`src/rtl/dram_word_arbiter.sv`:
```
// Two-requester word arbiter over a 1-bit-wide distributed RAM, moving one bit per cycle.
// Define DRAM_ARB_VERIFY_EN to read back every written word and flag mismatches on err.
module dram_word_arbiter #(
    parameter int ADDR_WIDTH = 8,
    parameter int WORD_WIDTH = 16,
    localparam int BW = $clog2(WORD_WIDTH),
    localparam int WA = ADDR_WIDTH - BW
) (
    input  logic                  clk,
    input  logic                  rst,
    input  logic                  req0,
    input  logic                  req1,
    input  logic                  we0,
    input  logic                  we1,
    input  logic [WA-1:0]         waddr0,
    input  logic [WA-1:0]         waddr1,
    input  logic [WORD_WIDTH-1:0] wdata0,
    input  logic [WORD_WIDTH-1:0] wdata1,
    output logic                  ack0,
    output logic                  ack1,
    output logic [WORD_WIDTH-1:0] rdata0,
    output logic [WORD_WIDTH-1:0] rdata1,
    output logic                  err,
    output logic [ADDR_WIDTH-1:0] ram_a,
    output logic                  ram_d,
    output logic                  ram_we,
    input  logic                  ram_o
);

`ifdef DRAM_ARB_VERIFY_EN
    typedef enum logic [1:0] {IDLE, XFER, VERIFY, DONE} state_t;
`else
    typedef enum logic [1:0] {IDLE, XFER, DONE} state_t;
`endif

    localparam logic [BW-1:0] CNT_LAST = BW'(WORD_WIDTH - 1);

    state_t                state;
    logic [BW-1:0]         cnt;
    logic [BW-1:0]         cnt_nx;
    logic                  gnt;
    logic                  last_gnt;
    logic                  l_we;
    logic [WA-1:0]         l_addr;
    logic [WORD_WIDTH-1:0] l_data;
    logic [WORD_WIDTH-1:0] cap;
    logic [WORD_WIDTH-1:0] word_rd;
    logic                  pick1;
`ifdef DRAM_ARB_VERIFY_EN
    logic                  mism;
    logic                  bit_bad;
`endif

    // last_gnt = 1 means requester 1 was served last, so requester 0 wins a tie.
    assign pick1  = req1 & (~req0 | ~last_gnt);
    assign cnt_nx = cnt + 1'b1;

    always_comb begin
        word_rd      = cap;
        word_rd[cnt] = ram_o;
    end

`ifdef DRAM_ARB_VERIFY_EN
    assign bit_bad = ram_o ^ l_data[cnt];
`endif

    always_ff @(posedge clk) begin
        if (rst) begin
            state    <= IDLE;
            cnt      <= '0;
            gnt      <= 1'b0;
            last_gnt <= 1'b1;
            l_we     <= 1'b0;
            l_addr   <= '0;
            l_data   <= '0;
            cap      <= '0;
            ack0     <= 1'b0;
            ack1     <= 1'b0;
            err      <= 1'b0;
            rdata0   <= '0;
            rdata1   <= '0;
            ram_a    <= '0;
            ram_d    <= 1'b0;
            ram_we   <= 1'b0;
`ifdef DRAM_ARB_VERIFY_EN
            mism     <= 1'b0;
`endif
        end else begin
            case (state)
                IDLE: begin
                    if (req0 || req1) begin
                        gnt      <= pick1;
                        last_gnt <= pick1;
                        l_we     <= pick1 ? we1 : we0;
                        l_addr   <= pick1 ? waddr1 : waddr0;
                        l_data   <= pick1 ? wdata1 : wdata0;
                        cnt      <= '0;
                        ram_a    <= {(pick1 ? waddr1 : waddr0), {BW{1'b0}}};
                        ram_we   <= pick1 ? we1 : we0;
                        ram_d    <= pick1 ? (we1 & wdata1[0]) : (we0 & wdata0[0]);
                        state    <= XFER;
                    end
                end
                XFER: begin
                    cap <= word_rd;
                    if (cnt == CNT_LAST) begin
                        ram_we <= 1'b0;
                        ram_d  <= 1'b0;
`ifdef DRAM_ARB_VERIFY_EN
                        if (l_we) begin
                            cnt   <= '0;
                            mism  <= 1'b0;
                            ram_a <= {l_addr, {BW{1'b0}}};
                            state <= VERIFY;
                        end else begin
`else
                        begin
`endif
                            ram_a <= '0;
                            ack0  <= ~gnt;
                            ack1  <= gnt;
                            err   <= 1'b0;
                            if (!l_we) begin
                                if (gnt) rdata1 <= word_rd;
                                else     rdata0 <= word_rd;
                            end
                            state <= DONE;
                        end
                    end else begin
                        cnt   <= cnt_nx;
                        ram_a <= {l_addr, cnt_nx};
                        ram_d <= l_we & l_data[cnt_nx];
                    end
                end
`ifdef DRAM_ARB_VERIFY_EN
                VERIFY: begin
                    mism <= mism | bit_bad;
                    if (cnt == CNT_LAST) begin
                        ram_a <= '0;
                        ack0  <= ~gnt;
                        ack1  <= gnt;
                        err   <= mism | bit_bad;
                        state <= DONE;
                    end else begin
                        cnt   <= cnt_nx;
                        ram_a <= {l_addr, cnt_nx};
                    end
                end
`endif
                DONE: begin
                    ack0  <= 1'b0;
                    ack1  <= 1'b0;
                    err   <= 1'b0;
                    state <= IDLE;
                end
                default: state <= IDLE;
            endcase
        end
    end

endmodule

```
`config.mk`:
```
export PLATFORM = sky130hd
export DESIGN_NAME = dram_word_arbiter
export DESIGN_NICKNAME = d
export VERILOG_FILES = /design/src/rtl/dram_word_arbiter.sv
export SDC_FILE = /design/constraint.sdc
export NUM_CORES = 1
export LEC_CHECK = 0
export CORE_MARGIN = 1.5
export CORE_UTILIZATION = 31
export DETAILED_ROUTE_END_ITERATION = 8
export GPL_TIMING_DRIVEN = 0
export MAX_ROUTING_LAYER = met4
export SETUP_SLACK_MARGIN = 0.5
export SYNTH_ARGS = -nofsm -noshare
export SYNTH_HDL_FRONTEND = slang
export SYNTH_SLANG_ARGS = --single-unit
```
`constraint.sdc`:
```
create_clock -name clk -period 2.6 [get_ports clk]
set_clock_uncertainty 0.1 [all_clocks]
set_input_delay 0.39 -clock clk [delete_from_list [all_inputs] [get_ports clk]]
set_output_delay 0.39 -clock clk [all_outputs]
set_load 0.01 [all_outputs]
```
* Word level (Yosys, flattened, before mapping)
Index checks and enable logic that the tools add are counted.
** Storage, ports and cells
- Output and inout port bits :: 45
- Flip-flop bits (word level) :: 90
- Input port bits :: 47
- Logic and storage cells :: 77
** Operators by class
- $lt $le $gt $ge :: 3
- $add $sub $neg :: 1
- Equal/unequal tests :: 6
- Reductions and logical operators :: 13
- Mux-type cells :: 29
- Bitwise gates (word level) :: 9
** Operator list (count)
- $bwmux W16 :: 1
- $mux W16 :: 1
- $mux W8 :: 2
- $pmux W8 S2 :: 1
- $mux W4 :: 3
- $lt A4 B5 Y1 const B :: 2
- $mux W1 :: 10
- $pmux W1 S2 :: 5
- $pmux W4 S2 :: 1
- $reduce_and A2 Y1 :: 4
- $reduce_and A4 Y1 :: 2
- $ne A2 B2 Y1 const B :: 3
- $reduce_and A3 Y1 :: 2
- $add A4 B1 Y4 const B :: 1
- $and A1 B1 Y1 :: 4
- $bmux W1 S4 :: 1
- $demux W1 S4 :: 1
- $eq A4 B4 Y1 const B :: 1
- $ge A4 B1 Y1 const B :: 1
- $mux W2 :: 2
- $not A1 Y1 :: 4
- $pmux W2 S2 :: 1
- $reduce_bool A2 Y1 :: 2
- $eq A2 B1 Y1 const B :: 1
- other kinds (5) :: 5

* Longest topological paths before layout
- Word-level depth :: 6
- Mapped depth :: 8
- Depth with buffers taken out :: 6

* Worst setup path after synthesis
No wires, ideal clock.
- Path kind :: reg-to-reg
- From :: register cnt[0]
- To :: register ram_d
- Period minus slack after synthesis :: 2150 ps
- Data required time :: 2374 ps
- Slack :: 450 ps
- Buffers on the path :: 2
- Setup time :: 126 ps
- Stages on the path, launching flop included :: 9
- Data arrival time :: 1924 ps
- Cells stage by stage :: dfxtp_1 -> clkbuf_1 -> inv_1 -> ha_1 -> buf_2 -> mux4_2 -> mux2i_1 -> mux2_2 -> o22ai_1
** On the way
- Cells in the longest elaborated chain, start to end :: 6
- Elaborated cells between the ends (all ways) :: 7
- Classes of those cells :: 1 x add/sub; 1 x eq/ne; 4 x mux; 1 x bitwise
** RTL lines
- start, declared :: RTL line 39 : logic [BW-1:0] cnt;
- start signal, assigned :: RTL line 130 : cnt <= cnt_nx;
- $add A4 B1 Y4 :: RTL line 56 : assign cnt_nx = cnt + 1'b1;
- $bmux W1 S4 :: RTL line 132 : ram_d <= l_we & l_data[cnt_nx];
- $mux W1 (not written as such) :: RTL line 132
- $and A1 B1 Y1 :: RTL line 132
- $mux W1 (*) :: RTL line 106 : if (cnt == CNT_LAST) begin
- $pmux W1 S2 (*) :: RTL line 89 : case (state)
- end signal, assigned :: RTL line 100 : ram_d <= pick1 ? (we1 & wdata1[0]) : (we0 & wdata0[0]);
- end signal, assigned :: RTL line 132
- end, declared :: RTL line 25 : output logic ram_d,
Every way passes the cells marked *; elsewhere a longest branch is shown, timed or not. The select of a mux whose other input is x is not followed.
A chain may end at the register's enable or synchronous reset.

* Final worst setup path
Ends and elaborated chain as after synthesis.

==> metrics.txt <==
run status complete, no violations; vias roughly 3,400; PortBufs roughly 90; die area ~0.013 mm2; later-pin clock latency in the skew report about 0.34 ns; Iter 0 DRT Violations 170; xor-xnor portion of the synthesized cell area 0.004464; NetSw between 800 and 900 uW; FP Rows 40; number of remaining DRC errors 0; LEAKAGE approximately 1.9 nW; critical path fanouts, max 5; Ant. Diodes 0; All-Layer GR Usage 0.1664; GP Congestion ~0.83; worst hold margin 0.3566 ns; Net Count, Synth between 400 and 500; CTS buffer count 9; first-pass GRT wire length around 17,000 um; Max Clk Rate about 500 MHz; # IOs 92; initial antenna violation count 0; vias in the first global route approximately 3,300; initial cell density of the core 0.3226; WL/cell 15.05 um; Startpoint Class register; Post-DRT Antenna Nets 0; YS warnings 0; share of cells above drive strength 1 0.1319; Flop pwr share 0.464; TritonCTS clock tree yes; Slew Limit Fails 0; flops & latches, synth a little under 90; post-DP HPWL just under 8000 um; Std-Cell Core Area between 0.01 and 0.015 mm2; Final period util 0.7657; Final setup viols 0; worst vdd ir about 0.00031 V; Arr. time, crit path between 2 and 2.5 ns; Post-Syn Area 0.003924 mm2; Least-Margin Pin Slew roughly 0.7 ns; DR vias/cell approximately 4.9; Final Hold Fails 0; Synth Area in Simple Gates 0.1515; dpl cells 672; area grow syn2layout 36.77%; H-tree lvl count 3; clk slew on worst S/H paths 0.07 ns; switching share of total power 0.2704; Die Wd 115.5 um; Post-Layout Cell Count about 700; Hold Path Class reg2reg; gr ovfl total 0; Cell variety after synth 40; Sink Count slightly below 90; WS Path Type reg2reg; CP Capture Type register; largest net degree at the start of global routing 18; hold depth 2; setup slack, reg-to-reg between 0.6 and 0.7 ns; reg2reg path depth 8; headroom to the max-slew limit 0.5310; setup TNS 0 ns; wirelength, routed between 10,000 and 15,000 um; number of nets in the layout 569; Adder-Cell Fraction of Synth Area 0.01276; DP Area around 0.005 mm2; max-cap violation count 0; clk buf depth 2; P per Cell Area ~590 mW/mm2; syn avg cell area 9.432 um2; RSZ-0062 raised after global routing false; Post-CTS Hold Fix Bufs 0; Design Area, Final around 0.0054 mm2; sequential fraction of the synthesis area 0.4541; Tmin final about 2.0 ns; hold path start l_addr[0]; Comb pwr share 0.143; DR pass1 iterations 5; CP required 2.72 ns; Clk pwr share 0.393; Cell Int Power roughly 2.3 mW; hold endpoint l_addr[0]; DIE HEIGHT approximately 120 um; root buf cell clkbuf_16; mux share of post-synthesis cell area 0.1263; Reg2Reg Capture Point ram_d; Worst R2R Start cnt[0]; synthesized instance count approximately 420; largest family of logic cells by synthesized area compound AO/OA/AOI/OAI gates; Synth Area in Compound Gates 0.1936
==> worst max path at each step <==
stage / from / end / slack (ns) / cells after the start
after CTS: cnt[0] / ram_d / 0.45 / 8
after global routing: cnt[0] / ram_d / 0.51 / 8
after global placement: cnt[0] / ram_d / 0.30 / 8
after floorplan: cnt[0] / ram_d / 0.55 / 8
after detailed placement: cnt[0] / ram_d / 0.26 / 8
final: cnt[0] / ram_d / 0.61 / 8
==> logic make-up after synthesis <==
kind of cell	count (synthesis)
and+or+nand+nor	132
AOI/OAI and AO/OA	104
xor gates and xnor gates	2
other	1
DFF	89
adders and majority gates	4
buffers and inverters	40
muxes	44
==> sequential cells by signal, summed over array words and instances, names as in the netlist, 2 cells and up <==
register and flops:
l_data 16, cnt 4, state 2, rdata0 16
l_addr 4, cap 16, ram_a 8, rdata1 16
==> power groups by stage <==
stage	Sequential [mW]	Combinational, mW	Clock, mW
final	1.48	0.456	1.25
after global routing	1.48	0.500	1.32
after CTS	1.48	0.448	1.27
after detailed placement	1.51	0.443	0
after global placement	1.50	0.432	0
after floorplan	1.50	0.272	0
==> layout make-up <==
class,instances,area (um2)
timing repair buffer,91,903.4
tap,168,210.2
buffer,37,227.7
clock inverter,7,60.06
multi-input combinational,287,1942
sequential,89,1787
inverter,3,11.26
fill,1213,6795
clock buffer,9,225.2
==> layout by cell type, fill, tap and decap left out, types with 2 or more instances in the layout <==
master            n
nor3_1            2
nor4_4            2
a22oi_1           3
o211ai_1          3
buf_4             8
inv_8             2
ha_1              2
nor2b_1           4
mux4_2            4
nor2_1           75
clkbuf_16         9
or2_2             2
clkinvlp_4        2
mux2_2            3
a211oi_1         61
xor2_1            2
a211oi_2          4
clkbuf_1         14
a31oi_1           2
buf_6             6
dfxtp_1          87
nand2_1          29
mux2i_1          36
a21oi_1          21
inv_1             2
clkdlybuf4s50_1  88
nand2b_1          2
inv_6             2
a211o_1           2
buf_2            11
nand3_1          10
==> critical path: stages (launching register included) <==
cell	delay, ns
dfxtp_4	0.37
buf_8	0.10
inv_2	0.05
ha_4	0.25
buf_6	0.12
mux4_2	0.50
mux2i_1	0.15
mux2_4	0.17
o22ai_1	0.05
==> per-stage QoR <==
| stage | worst slack [ns] | utilization | total power [mW] |
|---|---|---|---|
| 2_1_floorplan | 0.5490 | - | 1.773 |
| 3_3_place_gp | 0.2963 | 0.4124 | 1.937 |
| 3_5_place_dp | 0.2621 | 0.4124 | 1.950 |
| 4_1_cts | 0.4504 | 0.4382 | 3.193 |
| 5_1_grt | 0.5076 | 0.4413 | 3.308 |
| 6_report | 0.6091 | 0.4413 | 3.184 |
==> repair_timing <==
| action | in CTS | in global routing |
|---|---|---|
| pin swaps | 1 | 0 |
| hold endpoints to repair | 0 | 0 |
| resized for setup | 4 | 9 |
| setup endpoints to repair | 11 | 37 |
| setup buffers | 2 | 1 |
| gates cloned | 0 | 0 |
==> cells in the mapped netlist <==
cell type  instances  area, um2
a211o_1            2      17.52
a211oi_1          61      457.9
a211oi_2           4      50.05
a21boi_4           1      18.77
a21o_1             1      7.510
a21oi_1           21      105.1
a22oi_1            3      22.52
a311oi_1           1      8.760
a31oi_1            2      12.51
and3_1             1      6.260
buf_2             12      60.06
buf_4              5      37.54
buf_6              5      56.30
clkbuf_1          15      56.30
conb_1             1      3.750
dfxtp_1           89       1782
ha_1               4      50.05
inv_1              3      11.26
mux2_2             4      45.04
mux2i_1           36      360.4
mux4_2             4      90.09
nand2_1           29      108.9
nand2b_1           2      12.51
nand2b_4           1      13.76
nand3_1           10      50.05
nand3_2            1      10.01
nand3b_1           1      7.510
nor2_1            76      285.3
nor2b_1            4      25.02
nor3_1             2      10.01
nor3_2             1      10.01
nor4_4             2      42.54
o211ai_1           3      22.52
o21a_1             1      7.510
o21ai_0            1      5.000
o21ba_2            1      10.01
o21bai_1           1      7.510
o22ai_1            1      6.260
or2_2              2      12.51
xor2_1             2      17.52
==> metal layers <==
metal  vias up  part of all wire  global-route usage  wire length, um
met5         -                 0                   -                0
met4         0             0.011             0.05103              114
met3        12             0.048             0.02667              498
met2       112              0.48              0.2726             4943
met1      1599              0.47              0.2112             4841
li1       1691                 -                   -                -
(Power assumes the default switching activity.)
